File: src/rtl/multi_chan_data_transfer.sv
// Round-robin packetiser: pulls one event at a time from NUM_CHAN 32-bit FIFOs and
// emits a framed 64-bit DAQ packet (two headers, paired data words, trailer).
module multi_chan_data_transfer #(
  parameter int NUM_CHAN = 4,
  parameter int TRIG_W   = 24,
  parameter int CNT_W    = 16,
  localparam int CHAN_W  = (NUM_CHAN > 1) ? $clog2(NUM_CHAN) : 1
) (
  input  logic                     clk,
  input  logic                     rst,
  input  logic [NUM_CHAN*32-1:0]   fifo_data,
  input  logic [NUM_CHAN-1:0]      fifo_valid,
  input  logic [NUM_CHAN-1:0]      fifo_last,
  output logic [NUM_CHAN-1:0]      fifo_ready,
  output logic [63:0]              daq_data,
  output logic                     daq_valid,
  output logic                     daq_header,
  output logic                     daq_trailer,
  input  logic                     daq_ready,
  output logic [CHAN_W-1:0]        pkt_chan
);

  // DAQ side: a word transfers when daq_valid && daq_ready; daq_data is held while stalled.
  // FIFO side: a word pops when fifo_valid[sel] && fifo_ready[sel].
  typedef enum logic [2:0] {
    IDLE, HEADER1, HEADER2, FETCH_HI, FETCH_LO, SEND_DATA, SEND_LAST, TRAILER
  } state_t;

  state_t              state_q, state_d;
  logic [63:0]         daq_data_q, daq_data_d;
  logic [TRIG_W-1:0]   trig_num_q, trig_num_d, trig_inc;
  logic [CNT_W-1:0]    word_cnt_q, word_cnt_d, cnt_inc;
  logic [CHAN_W-1:0]   sel_q, sel_d, last_sel_q, last_sel_d, rr_sel;
  logic [31:0]         sel_word;
  logic                sel_valid, sel_last;

  assign trig_inc = trig_num_q + 1'b1;
  assign cnt_inc  = (word_cnt_q == '1) ? word_cnt_q : word_cnt_q + 1'b1;

  // Second pass overrides the first, so channels above last_sel win over wrapped ones.
  always_comb begin
    rr_sel = '0;
    for (int c = NUM_CHAN - 1; c >= 0; c--)
      if (fifo_valid[c] && c <= int'(last_sel_q)) rr_sel = CHAN_W'(c);
    for (int c = NUM_CHAN - 1; c >= 0; c--)
      if (fifo_valid[c] && c > int'(last_sel_q)) rr_sel = CHAN_W'(c);
  end

  always_comb begin
    sel_word  = '0;
    sel_valid = 1'b0;
    sel_last  = 1'b0;
    for (int c = 0; c < NUM_CHAN; c++) begin
      if (int'(sel_q) == c) begin
        sel_word  = fifo_data[32*c +: 32];
        sel_valid = fifo_valid[c];
        sel_last  = fifo_last[c];
      end
    end
  end

  always_ff @(posedge clk) begin
    if (rst) begin
      state_q    <= IDLE;
      daq_data_q <= '0;
      trig_num_q <= '0;
      word_cnt_q <= '0;
      sel_q      <= '0;
      last_sel_q <= CHAN_W'(NUM_CHAN - 1);
    end else begin
      state_q    <= state_d;
      daq_data_q <= daq_data_d;
      trig_num_q <= trig_num_d;
      word_cnt_q <= word_cnt_d;
      sel_q      <= sel_d;
      last_sel_q <= last_sel_d;
    end
  end

  always_comb begin
    state_d    = state_q;
    daq_data_d = daq_data_q;
    trig_num_d = trig_num_q;
    word_cnt_d = word_cnt_q;
    sel_d      = sel_q;
    last_sel_d = last_sel_q;
    case (state_q)
      IDLE: if (|fifo_valid) begin
        sel_d      = rr_sel;
        trig_num_d = trig_inc;
        daq_data_d = {5'b0, 3'(rr_sel), 24'(trig_inc), 32'h0000_0008};
        state_d    = HEADER1;
      end
      HEADER1: if (daq_ready) begin
        daq_data_d = 64'h0000_0000_0000_FFFF;
        state_d    = HEADER2;
      end
      HEADER2: if (daq_ready) begin
        daq_data_d = '0;
        state_d    = FETCH_HI;
      end
      FETCH_HI: if (sel_valid) begin
        daq_data_d = {sel_word, 32'h0};
        state_d    = sel_last ? SEND_LAST : FETCH_LO;
      end
      FETCH_LO: if (sel_valid) begin
        daq_data_d = {daq_data_q[63:32], sel_word};
        state_d    = sel_last ? SEND_LAST : SEND_DATA;
      end
      SEND_DATA: if (daq_ready) begin
        word_cnt_d = cnt_inc;
        daq_data_d = '0;
        state_d    = FETCH_HI;
      end
      SEND_LAST: if (daq_ready) begin
        daq_data_d = {32'(cnt_inc), trig_num_q[7:0], 24'h00_0008};
        state_d    = TRAILER;
      end
      TRAILER: if (daq_ready) begin
        daq_data_d = '0;
        word_cnt_d = '0;
        last_sel_d = sel_q;
        state_d    = IDLE;
      end
      default: state_d = IDLE;
    endcase
  end

  always_comb begin
    daq_valid   = 1'b0;
    daq_header  = 1'b0;
    daq_trailer = 1'b0;
    fifo_ready  = '0;
    case (state_q)
      HEADER1:   begin daq_valid = 1'b1; daq_header = 1'b1; end
      HEADER2:   daq_valid = 1'b1;
      SEND_DATA: daq_valid = 1'b1;
      SEND_LAST: daq_valid = 1'b1;
      TRAILER:   begin daq_valid = 1'b1; daq_trailer = 1'b1; end
      FETCH_HI, FETCH_LO:
        for (int c = 0; c < NUM_CHAN; c++) fifo_ready[c] = (int'(sel_q) == c);
      default: ;
    endcase
    pkt_chan = (state_q == IDLE) ? '0 : sel_q;
  end

  assign daq_data = daq_data_q;

endmodule

File: config.mk
export PLATFORM = sky130hd
export DESIGN_NAME = multi_chan_data_transfer
export DESIGN_NICKNAME = d
export VERILOG_FILES = /design/src/rtl/multi_chan_data_transfer.sv
export SDC_FILE = /design/constraint.sdc
export NUM_CORES = 1
export LEC_CHECK = 0
export ABC_AREA = 1
export CAP_MARGIN = 10
export CORE_ASPECT_RATIO = 0.5
export CORE_MARGIN = 2
export CORE_UTILIZATION = 40
export CTS_CLUSTER_DIAMETER = 60
export CTS_CLUSTER_SIZE = 8
export DETAILED_ROUTE_END_ITERATION = 10
export PLACE_DENSITY_LB_ADDON = 0.25
export SYNTH_ARGS = -nofsm -noshare
export SYNTH_HDL_FRONTEND = slang
export SYNTH_SLANG_ARGS = --single-unit
File: constraint.sdc
create_clock -name clk -period 1.85 [get_ports clk]
set_input_delay 0.37 -clock clk [delete_from_list [all_inputs] [get_ports clk]]
set_output_delay 0.37 -clock clk [all_outputs]
set_load 0.01 [all_outputs]
After elaboration in Yosys (flattened, before gate mapping)
Index checks and enable logic that the tools add are counted.

word-level totals
  flip-flop bits (word level) = 111
  output and inout port bits = 73
  logic and storage cells = 101

operators by class
  add/subtract/negate cells = 2
  order comparisons = 6
  eq/ne operators = 20
  mux-type cells = 45
  bitwise operators = 1
  reduce and logical (&&, ||, !) cells = 20

operators with widths
  kind                   count
  $pmux 64 s6            1
  $mux 64                5
  $mux 32                5
  $mux 16                3
  $pmux 16 s2            1
  $add 24x1->24 const B  1
  $mux 3                 7
  $pmux 3 s7             1
  $mux 2                 10
  $add 16x1->16 const B  1
  $eq 16x16->1 const B   1
  $ne 2x2->1 const B     7
  $eq 3x3->1 const B     4
  $reduce_and 6->1       2
  $mux 1                 11
  $reduce_and 7->1       1
  $eq 3x2->1 const B     2
  $logic_and 1x1->1      6
  $reduce_or 5->1        1
  $eq 2x2->1 const B     2
  $gt 2x2->1 const A     2
  $le 2x2->1 const A     2
  $mux 4                 1
  $ne 2x1->1 const B     2
  other kinds (13)       15

Logic depth before layout (Yosys ltp)
Gate-level depths: netlist (run 1).

  depth after elaboration = 11
  gate-level depth with buffers = 13
  mapped depth without buffers = 11

Worst setup path after synthesis (run 1)
Ideal clock, no wire load.

  kind = flip-flop to output port
  from = reg state_q[1]
  to = out fifo_ready[0]
  data arrival time = 1.361 ns
  required time = 1.480 ns
  setup slack = 0.119 ns
  cell stages (with the launch flop) = 7
  buffers on the path = 2
  cell sequence = dfxtp_1 nand2_4 nor2_4 buf_6 clkbuf_1 nor2_1 nor2_1

between the ends
  word-level cells in the longest chain between the ends = 3
  elaborated cells on any way between the ends = 4
  those cells by class = eq/ne (2); mux (1); reduce/logical (1)

ends and longest elaborated chain
  item                                      line  text
  start, declared                           29    state_t state_q, state_d;
  start signal, assigned                    71    state_q <= state_d;
  $eq 3x2->1 or $eq 3x3->1 (tied branches)  134   case (state_q)
  $reduce_or 2->1 *                         134
  $mux 4 *                                  134
  end, declared                             14    output logic [NUM_CHAN-1:0] fifo_ready,

Mark *: on every way between the ends. The rest lies on a longest branch, timed or not.

Worst setup path after layout (run 1)
  from = reg sel_q[1]
  to = reg daq_data_q[32], in the netlist daq_data[32]

between the ends
  word-level cells in the longest chain between the ends = 7
  elaborated cells on any way between the ends = 16
  those cells by class = eq/ne (4); mux (10); reduce/logical (2)

ends and longest elaborated chain
  item                                             line  text
  start, declared                                  33    logic [CHAN_W-1:0] sel_q, sel_d, last_sel_q, last_sel_d, rr_sel;
  start signal, assigned                           75    sel_q <= sel_d;
  $logic_not 2->1                                  54    if (int'(sel_q) == c) begin
  $mux 32 or $mux 1 (tied branches) (4 in series)  54
  $mux 64 or $ne 2x2->1 (tied branches)            --
  $pmux 64 s6 or $reduce_and 6->1 (tied branches)  --
  end signal, assigned                             72    daq_data_q <= daq_data_d;
  end, declared                                    30    logic [63:0] daq_data_q, daq_data_d;

Several ways; a longest one is shown, not always the timed one. The select of a mux whose other input is x is not followed.
A chain may end at the register's enable or synchronous reset.

==> reports/metrics.yaml, run 1 <==
end_kind: "register"
clock_sinks: 111
die_h_um: 96
grtUsageTotal_pct: 29.43
drt-wirelength-per-cell_um: 16.65
synth.most_common_cell: "nand2_1"
holdWs_ns: 0.4635
ys_types: 36
place_hpwl_um: 20710
syn_inst: 1087
ys_top_cells_by_area: "dfxtp_1 33%, nand2_1 16%, o21ai_0 11%"
syn_nets: 1228
fin_crit_sh_pct: 96.72
post_dp_cell_area_um2: 9741
ff_latch_area_um2: 2237
grt_pass1_wl_um: 41320
drt_wl_total_um: 26340
peakVddDrop_mv: 0.8299
ys_ff_latch: 111
coreArea_um2: 16470
startpoint_type: "register"
gp_congestion: 0.9381
reg2reg_from: "sel_q[1]$_SDFFE_PP0P_"
cap_viol_max_count: 0
antenna_cells: 0
antenna_found_initial: 0
hold_class: "register to register"
grt_max_degree: 45
port_buffers: 211
synth_area_leader_cell: "dfxtp_1"
design_area_um2: 10190
die_w_um: 188.0
rows: 33
multi_input_area_um2: 4049
synth_area_um2: 6771
slew_viol_final: 0
rsz0062_at_grt: "true"
cts_inserted_buffers: 9
ys_seq_area_share_pct: 32.82
grt.overflow.total: 0
die_area_um2: 18050
p_leak_nw: 4.178
hold_viol: 0
path_max_fanout: 14
fin_crit_ns: 1.789
final_cells: 1582
vias_per_cell: 5.225
io_pins: 212
skew_ns: 0.008154
fmax_mhz: 558.9
hold_start: "daq_data[46]$_SDFFE_PP0P_"
tightest_slew_ns: 0.4744
ys_top_cells_by_count: "295 x nand2_1, 145 x o21ai_0, 119 x nor2_1"
ant_nets: 0
fill_cells: 1503
layout.nets: 1491
synth_edf_count: 0
synthFlopType: "dfxtp_1"
synth_top_area_share_pct: 32.82
drtIter0Drc: 687
insertion_delay_ns: 0.37
synth_area_per_cell_um2: 6.230
cts_tree: "done"
power_density_nw_per_um2: 1447
dp_cells: 1565
finalSetupViolCount: 0
vias: 8266
grt_pass1_vias: 7809
drive_gt1_share_pct: 14.02
start_util_pct: 41.10
fin_ws_ns: 0.06070
htreeDepth: 3
arrival_ns: 2.05
synthToLayoutAreaGrowth_pct: 50.44
status: "finished clean"
drc: 0
place_ws_ns: -0.2375
async_reset_ff_share_pct: 0
startpoint: "sel_q[1]$_SDFFE_PP0P_"
path_class: "register to register"
yosysWarnings: 0
cp.required_ns: 2.11
first_pass_iters: 6
slew_headroom_pct: 68.04
path_clk_slew_ns: 0.07
clk_path_buf_depth: 2
root_buffer: "clkbuf_16"
-- layer usage --
metal | GRT usage [%] | vias up | part of all wire (%)
met5 | 0 | - | 0
met4 | 8.924 | 0 | 1.9
met3 | 5.760 | 37 | 7.0
met2 | 47.51 | 293 | 45
met1 | 40.10 | 3848 | 46
li1 | - | 4088 | -
-- final timing paths --
path / endpoint / slack [ns] / cells past startpoint
max: daq_data[32]$_SDFFE_PP0P_ / 0.06 / 11
min: daq_data[46]$_SDFFE_PP0P_ / 0.46 / 2
max reg2reg: daq_data[32]$_SDFFE_PP0P_ / 0.06 / 11
min reg2reg: daq_data[46]$_SDFFE_PP0P_ / 0.46 / 2
-- final cells by class --
class	count	share of cell area, %
clock inverters	4	0.5404
inverters	87	3.255
multi-input cells	831	39.74
well taps	227	2.788
repair buffers	310	29.29
flip-flops and latches	111	21.96
clock buffers	12	2.420
-- metrics by stage --
step / power (mW) / TNS (ns) / util, %
finish: 14.74 / 0 / 61.84
global route: 15.77 / -0.04990 / 61.84
CTS: 14.44 / 0 / 60.96
detailed placement: 12.38 / -11.08 / 59.13
global placement: 12.26 / -4.134 / 59.13
floorplan: 8.282 / 0 / -
-- cell usage in the layout, fill, tap and decap left out, drive strengths merged, types with 9 or more instances in the layout --
master	synthesis	layout
a21oi	94	94
buf	30	105
clkbuf	28	15
clkdlybuf4s50	0	201
dfxtp	111	111
inv	86	86
nand2	306	306
nand3	73	73
nand4	12	12
nor2	124	124
nor3	13	13
o211ai	9	9
o21ai	153	153
o22ai	10	10
xor2	23	23
-- power breakdown --
group          switching (mW)  internal [mW]  leakage (nW)
logic                    5.07           3.83          3.12
registers               0.605           3.21         0.912
clock network           0.937           1.09         0.143
-- critical path, stage by stage (launching register included) --
cell	delay (ns)
dfxtp_2	0.33
buf_12	0.15
nand2_4	0.19
inv_1	0.13
buf_12	0.16
nand2_1	0.06
o21ai_0	0.11
buf_4	0.16
nand2_1	0.05
nand2_1	0.14
nor2_2	0.15
nor2_1	0.04
-- timing repair --
action	CTS	global route
resized for setup	35	64
pin swaps	1	7
endpoints found under the setup margin	24	69
hold buffers	0	0
endpoints found under the hold margin	0	0
setup buffers	0	2
-- sequential cells by signal, summed over array words and instances, names as in the netlist --
| name | cells |
|---|---|
| daq_data | 64 |
| last_sel_q | 2 |
| sel_q | 2 |
| state_q | 3 |
| trig_num_q | 24 |
| word_cnt_q | 16 |
-- cell families (layout without fill, tap and decap cells) --
kind of cell / count (synthesis) / after routing / share of synthesized area (%)
AND/OR/NAND/NOR: 537 / 537 / 33.63
AO/OA/AOI/OAI: 267 / 267 / 20.77
buffers and inverters: 145 / 413 / 9.183
flip-flops: 111 / 111 / 32.82
XOR/XNOR: 25 / 25 / 3.234
adder cells (fa/ha/maj): 2 / 2 / 0.3695
Note: power is estimated with default switching activity, not from simulation.
==> run 2, diff against run 1 <==
- CORE_UTILIZATION: 40 -> 55
- DONT_BUFFER_PORTS: default -> 1
==> run 2 against run 1 <==
  * Non-clock buffer count down 245
  * Register-to-register slack about the same
  * Global-route usage up 4.7 points
  * Count of clock-buffer cells in the layout down 2
  * Sequential share of layout area up 6.9 points
  * Clock skew about the same
  * Critical endpoint is now daq_data[45]$_SDFFE_PP0P_
==> reports/metrics.yaml, run 2 (synthesis results as in run 1) <==
slew_viol_final: 0  # unchanged
p_total_mw: 13.13  # was 14.74 mW
layout_common_cells: "293 x nand2_1, 136 x o21ai_0, 108 x nor2_1"  # was 294 x nand2_1, 201 x clkdlybuf4s50_1, 129 x o21ai_0
power_density_nw_per_um2: 1699  # was 1447 nW/µm²
startpoint_type: "register"  # unchanged
final_common_cell: "nand2_1"  # unchanged
vias: 7455  # was 8,266
clock_sinks: 111  # unchanged
design_area_um2: 7729  # was 10,190 µm²
drc: 0  # unchanged
grtUsageTotal_pct: 34.14  # was 29.43%
max_stage_delay_ns: 0.37  # was 0.33 ns
skew_ns: 0.007766  # was 0.008154 ns
path_class: "register to register"  # unchanged
rrSetupSlack_ns: 0.05  # was 0.06 ns
start_util_pct: 56.85  # was 41.10%
rows: 28  # was 33
grt_pass1_vias: 6604  # was 7,809
hold_viol: 0  # unchanged
slowest_stage: "dfxtp_4"  # was dfxtp_2
tightest_slew_ns: 0.5210  # was 0.4744 ns
fill_cells: 1163  # was 1,503
drive_gt1_share_pct: 12.60  # was 14.02%
worst-path-stages: 10  # was 11
holdBufCountCts: 0  # unchanged
clk_path_buf_depth: 2  # unchanged
port_buffers: 0  # was 211
drt_wl_total_um: 22870  # was 26,340 µm
grt_max_degree: 69  # was 45
die_w_um: 160.9  # was 188.0 µm
crit_buf_inv: 2  # was 4
cts_tree: "done"  # unchanged
path_cells: "buf_8 > nor2_8 > buf_12 > nand2_1 > nand3_1 > o21ai_0 > or2_1 > nand3_1 > nand2_1 > a21oi_1"  # was buf_12 > nand2_4 > inv_1 > buf_12 > nand2_1 > o21ai_0 > buf_4 > nand2_1 > nand2_1 > nor2_2 > nor2_1
gp_congestion: 0.9415  # was 0.9381
antenna_cells: 0  # unchanged
critPathTopFamily: "simple AND/OR/NAND/NOR gates"  # unchanged
drtIter0Drc: 843  # was 687
reg2reg_depth: 10  # was 11
fin_crit_ns: 1.798  # was 1.789 ns
largest_register_ffs: 64  # unchanged
r2r-end: "daq_data[45]$_SDFFE_PP0P_"  # was daq_data[32]$_SDFFE_PP0P_
post_dp_cell_area_um2: 7251  # was 9741 µm²
hold_class: "input port to register"  # was register to register
layout.nets: 1247  # was 1,491
reg2reg_from: "sel_q[1]$_SDFFE_PP0P_"  # unchanged
path_max_fanout: 25  # was 14
grt_pass1_wl_um: 35090  # was 41,320 µm
fin_crit_sh_pct: 97.21  # was 96.72%
insertion_delay_ns: 0.35  # was 0.37 ns
startpoint: "sel_q[1]$_SDFFE_PP0P_"  # unchanged
die_area_um2: 13270  # was 18,050 µm²
drt-wirelength-per-cell_um: 17.93  # was 16.65 µm
ant_nets: 0  # unchanged
finalSetupViolCount: 0  # unchanged
cp.required_ns: 2.14  # was 2.11 ns
root_buffer: "clkbuf_16"  # unchanged
grt.overflow.total: 0  # unchanged
cts_inserted_buffers: 9  # unchanged
synthToLayoutAreaGrowth_pct: 14.14  # was 50.44%
cap_viol_max_count: 0  # unchanged
vias_per_cell: 5.842  # was 5.225
path_clk_slew_ns: 0.08  # was 0.07 ns
coreArea_um2: 11910  # was 16,470 µm²
htreeDepth: 3  # unchanged
antenna_found_initial: 0  # unchanged
first_pass_iters: 7  # was 6
end_kind: "register"  # unchanged
place_hpwl_um: 17480  # was 20,710 µm
arrival_ns: 2.09  # was 2.05 ns
peakVddDrop_mv: 0.7207  # was 0.8299 mV
hold_start: "rst"  # was daq_data[46]$_SDFFE_PP0P_
die_h_um: 82.46  # was 96 µm
fmax_mhz: 556.0  # was 558.9 MHz
status: "finished clean"  # unchanged
io_pins: 212  # unchanged
p_leak_nw: 3.182  # was 4.178 nW
slew_headroom_pct: 64.90  # was 68.04%
crit_end: "daq_data[45]$_SDFFE_PP0P_"  # was daq_data[32]$_SDFFE_PP0P_
[run 2: metrics by stage]
stage                     setup slack, ns  cells  util, %  setup TNS (ns)  hold slack (ns)
after floorplan                    0.1186   1087        -               0           0.4584
after global placement           0.009071   1258    60.87               0           0.4451
after detailed placement        -0.001045   1258    60.87       -0.001045           0.4476
after CTS                       0.0006783   1274    63.83               0          0.07255
after global routing             -0.03198   1276    64.88        -0.04481          0.06585
final                             0.05154   1276    64.88               0          0.07465
[run 2: repair_timing]
item,4_1_cts,5_1_grt
pin swaps,0,2
gates resized for setup,4,46
gates cloned,0,1
setup endpoints to repair,6,71
setup buffers,0,1
[run 2: report_power, final]
group	switching (mW)	internal (mW)	total [mW]
Combinational	4.32	2.37	6.69
Clock	0.952	1.34	2.29
Sequential	0.943	3.21	4.15
Total	6.21	6.92	13.1
[run 2: worst min-delay path by stage]
stage,endpoint,slack (ns),cells past startpoint
after floorplan,word_cnt_q[14]$_SDFFE_PP0P_,0.46,2
after global placement,word_cnt_q[3]$_SDFFE_PP0P_,0.45,1
after detailed placement,daq_data[14]$_SDFFE_PP0P_,0.45,1
after CTS,daq_data[14]$_SDFFE_PP0P_,0.07,1
after global routing,word_cnt_q[5]$_SDFFE_PP0P_,0.07,1
final,daq_data[14]$_SDFFE_PP0P_,0.07,1
[run 2: final cells by class]
class	instances	area (µm²)	area share [%]
Clock inverter	6	115.1	1.489
Multi-Input combinational cell	832	4005	51.82
Tap cell	165	206.4	2.671
Sequential cell	111	2233	28.90
Timing Repair Buffer	65	601.8	7.787
Inverter	87	337.8	4.371
Clock buffer	10	229.0	2.963
[run 2: layer usage]
layer | global-route usage (%) | wire, µm
met4 | 9.821 | 514
met5 | 0 | 0
met1 | 47.90 | 10110
met2 | 53.22 | 9884
met3 | 7.592 | 2367
[run 2: worst reg2reg max path, cell delays in order, from the launching register on]
cell	delay (ns)
dfxtp_4	0.37
buf_8	0.15
nor2_8	0.11
buf_12	0.18
nand2_1	0.08
nand3_1	0.08
o21ai_0	0.21
or2_1	0.32
nand3_1	0.09
nand2_1	0.06
a21oi_1	0.11
==> run 3, diff against run 2 <==
- SETUP_SLACK_MARGIN: default -> 0.02
==> run 3 against run 2 <==
  * Sequential cell count stayed put
  * Via count is 0.93% lower
  * Register-to-register slack hardly changed
==> reports/metrics.yaml, run 3 (synthesis results as in run 1) <==
status: "finished clean"  # unchanged
power_frac_comb_pct: 51.1  # was 50.9%
pwr-share-clk_pct: 17.3  # was 17.4%
skew_ns: 0.008012  # was 0.007766 ns
cell_internal_pwr_mw: 6.974  # was 6.917 mW
path_max_fanout: 25  # unchanged
crit_buf_inv: 2  # unchanged
hold_class: "input port to register"  # unchanged
synthToLayoutAreaGrowth_pct: 14.47  # was 14.14%
grt_pass1_wl_um: 35190  # was 35,090 µm
slew_headroom_pct: 63.74  # was 64.90%
grt.overflow.total: 0  # unchanged
path_clk_slew_ns: 0.08  # about the same
fill_cells: 1161  # was 1,163
startpoint: "sel_q[1]$_SDFFE_PP0P_"  # unchanged
fin_ws_ns: 0.05547  # was 0.05154 ns
max_stage_delay_ns: 0.37  # about the same
path_class: "register to register"  # unchanged
drt-wirelength-per-cell_um: 17.87  # was 17.93 µm
drc: 0  # unchanged
fin_crit_sh_pct: 97.00  # was 97.21%
start_util_pct: 56.85  # unchanged
fmax_mhz: 557.2  # was 556.0 MHz
end_kind: "register"  # unchanged
coreArea_um2: 11910  # unchanged
first_pass_iters: 6  # was 7
die_area_um2: 13270  # unchanged
die_h_um: 82.46  # unchanged
layout.nets: 1247  # unchanged
port_buffers: 0  # unchanged
reg2reg_depth: 10  # unchanged
place_hpwl_um: 17480  # unchanged
gp_congestion: 0.9415  # unchanged
p_switching_mw: 6.196  # was 6.213 mW
swShare_pct: 47.05  # was 47.32%
clock_sinks: 111  # unchanged
drive_gt1_share_pct: 12.69  # was 12.60%
dp_cells: 1258  # unchanged
final_cells: 1277  # was 1,276
die_w_um: 160.9  # unchanged
insertion_delay_ns: 0.36  # was 0.35 ns
grt_pass1_vias: 6623  # was 6,604
path_cells: "buf_8 > nor2_8 > buf_12 > nand2_1 > nand3_1 > o21ai_0 > or2_1 > nand3_1 > nand2_1 > a21oi_1"  # unchanged
htreeDepth: 3  # unchanged
grtUsageTotal_pct: 34.22  # was 34.14%
slew_viol_final: 0  # unchanged
grt_max_degree: 69  # unchanged
startpoint_type: "register"  # unchanged
crit_end: "daq_data[45]$_SDFFE_PP0P_"  # unchanged
p_leak_nw: 3.195  # was 3.182 nW
largest_register_ffs: 64  # unchanged
io_pins: 212  # unchanged
power_density_nw_per_um2: 1699  # about the same
layout_common_cells: "293 x nand2_1, 134 x o21ai_0, 108 x nor2_1"  # was 293 x nand2_1, 136 x o21ai_0, 108 x nor2_1
place_ws_ns: -0.001045  # unchanged
reg2reg_from: "sel_q[1]$_SDFFE_PP0P_"  # unchanged
arrival_ns: 2.08  # was 2.09 ns
worst-path-stages: 10  # unchanged
design_area_um2: 7751  # was 7729 µm²
cap_viol_max_count: 0  # unchanged
rsz0062_at_grt: "true"
post_dp_cell_area_um2: 7251  # unchanged
clk_path_buf_depth: 2  # unchanged
finalSetupViolCount: 0  # unchanged
fin_crit_ns: 1.795  # was 1.798 ns
critPathTopFamily: "simple AND/OR/NAND/NOR gates"  # unchanged
tightest_slew_ns: 0.5383  # was 0.5210 ns
final_common_cell: "nand2_1"  # unchanged
vias: 7386  # was 7,455
slowest_stage: "dfxtp_4"  # unchanged
r2r-end: "daq_data[45]$_SDFFE_PP0P_"  # unchanged
post-route-util_pct: 65.07  # was 64.88%
rows: 28  # unchanged
p_total_mw: 13.17  # was 13.13 mW
rrSetupSlack_ns: 0.06  # was 0.05 ns
seqPwrFrac_pct: 31.5  # was 31.6%
root_buffer: "clkbuf_16"  # unchanged
hold_viol: 0  # unchanged
antenna_found_initial: 0  # unchanged
vias_per_cell: 5.784  # was 5.842
ant_nets: 0  # unchanged
peakVddDrop_mv: 0.7174  # was 0.7207 mV
cts_inserted_buffers: 9  # unchanged
drtIter0Drc: 837  # was 843
cp.required_ns: 2.14  # about the same
cts_tree: "done"  # unchanged
drt_wl_total_um: 22830  # was 22,870 µm
==> run 3: cell count changes in the layout (fill, tap and decap cells not counted), moves of 2 or more <==
cell / change
o21ai_0: -2
nor2_4: -2
nor2_2: +2
buf_4: -2
buf_6: +2
buf_8: -2
o21ai_1: +2
==> run 3: repair_timing <==
item                       4_1_cts  5_1_grt
buffers inserted                 0        0
hold buffers                     0        0
resized for setup                6       46
setup endpoints to repair       13       73
pin swaps                        1        2
cloned                           1        1
==> run 3: final cells by class <==
cell class                      instances  area, µm²  area share [%]
Antenna cell                            1      2.502         0.03228
Clock buffer                           10      229.0           2.954
Clock inverter                          6      115.1           1.485
Inverter                               87      337.8           4.358
Multi-Input combinational cell        832       4003           51.64
Sequential cell                       111       2233           28.81
Tap cell                              165      206.4           2.663
Timing Repair Buffer                   65      624.3           8.055
==> run 3: through the flow <==
step           hold slack [ns]  setup TNS, ns
4_1_cts                0.07255              0
2_1_floorplan           0.4584              0
3_5_place_dp            0.4476      -0.001045
3_3_place_gp            0.4451              0
6_report               0.07136              0
5_1_grt                0.06585       -0.04106
==> run 3: worst min path at each step <==
| stage | start | to | slack (ns) | cells past startpoint |
|---|---|---|---|---|
| floorplan | word_cnt_q[14]$_SDFFE_PP0P_ | word_cnt_q[14]$_SDFFE_PP0P_ | 0.46 | 2 |
| global placement | rst | word_cnt_q[3]$_SDFFE_PP0P_ | 0.45 | 1 |
| detailed placement | rst | daq_data[14]$_SDFFE_PP0P_ | 0.45 | 1 |
| CTS | rst | daq_data[14]$_SDFFE_PP0P_ | 0.07 | 1 |
| global route | rst | word_cnt_q[5]$_SDFFE_PP0P_ | 0.07 | 1 |
| finish | rst | daq_data[14]$_SDFFE_PP0P_ | 0.07 | 1 |
==> run 3: power groups by stage <==
stage / registers (mW) / logic, mW / clock network (mW)
finish: 4.15 / 6.73 / 2.28
global route: 4.25 / 7.42 / 2.39
CTS: 4.13 / 6.35 / 2.30
detailed placement: 4.16 / 6.28 / 0
global placement: 4.15 / 6.19 / 0
floorplan: 3.93 / 4.36 / 0
==> run 3: worst register-to-register path, cell delays in order, from the launching register on <==
cell and delay [ns]:
dfxtp_4 0.37, buf_8 0.14, nor2_8 0.11, buf_12 0.18, nand2_1 0.07, nand3_1 0.08
o21ai_0 0.21, or2_1 0.32, nand3_1 0.09, nand2_1 0.06, a21oi_1 0.11
==> run 3: routing by layer <==
| metal | global-route usage, % | share of wire, % |
|---|---|---|
| met3 | 8.042 | 11 |
| met2 | 53.48 | 44 |
| met4 | 9.375 | 2.0 |
| met1 | 47.81 | 43 |
| met5 | 0 | 0 |
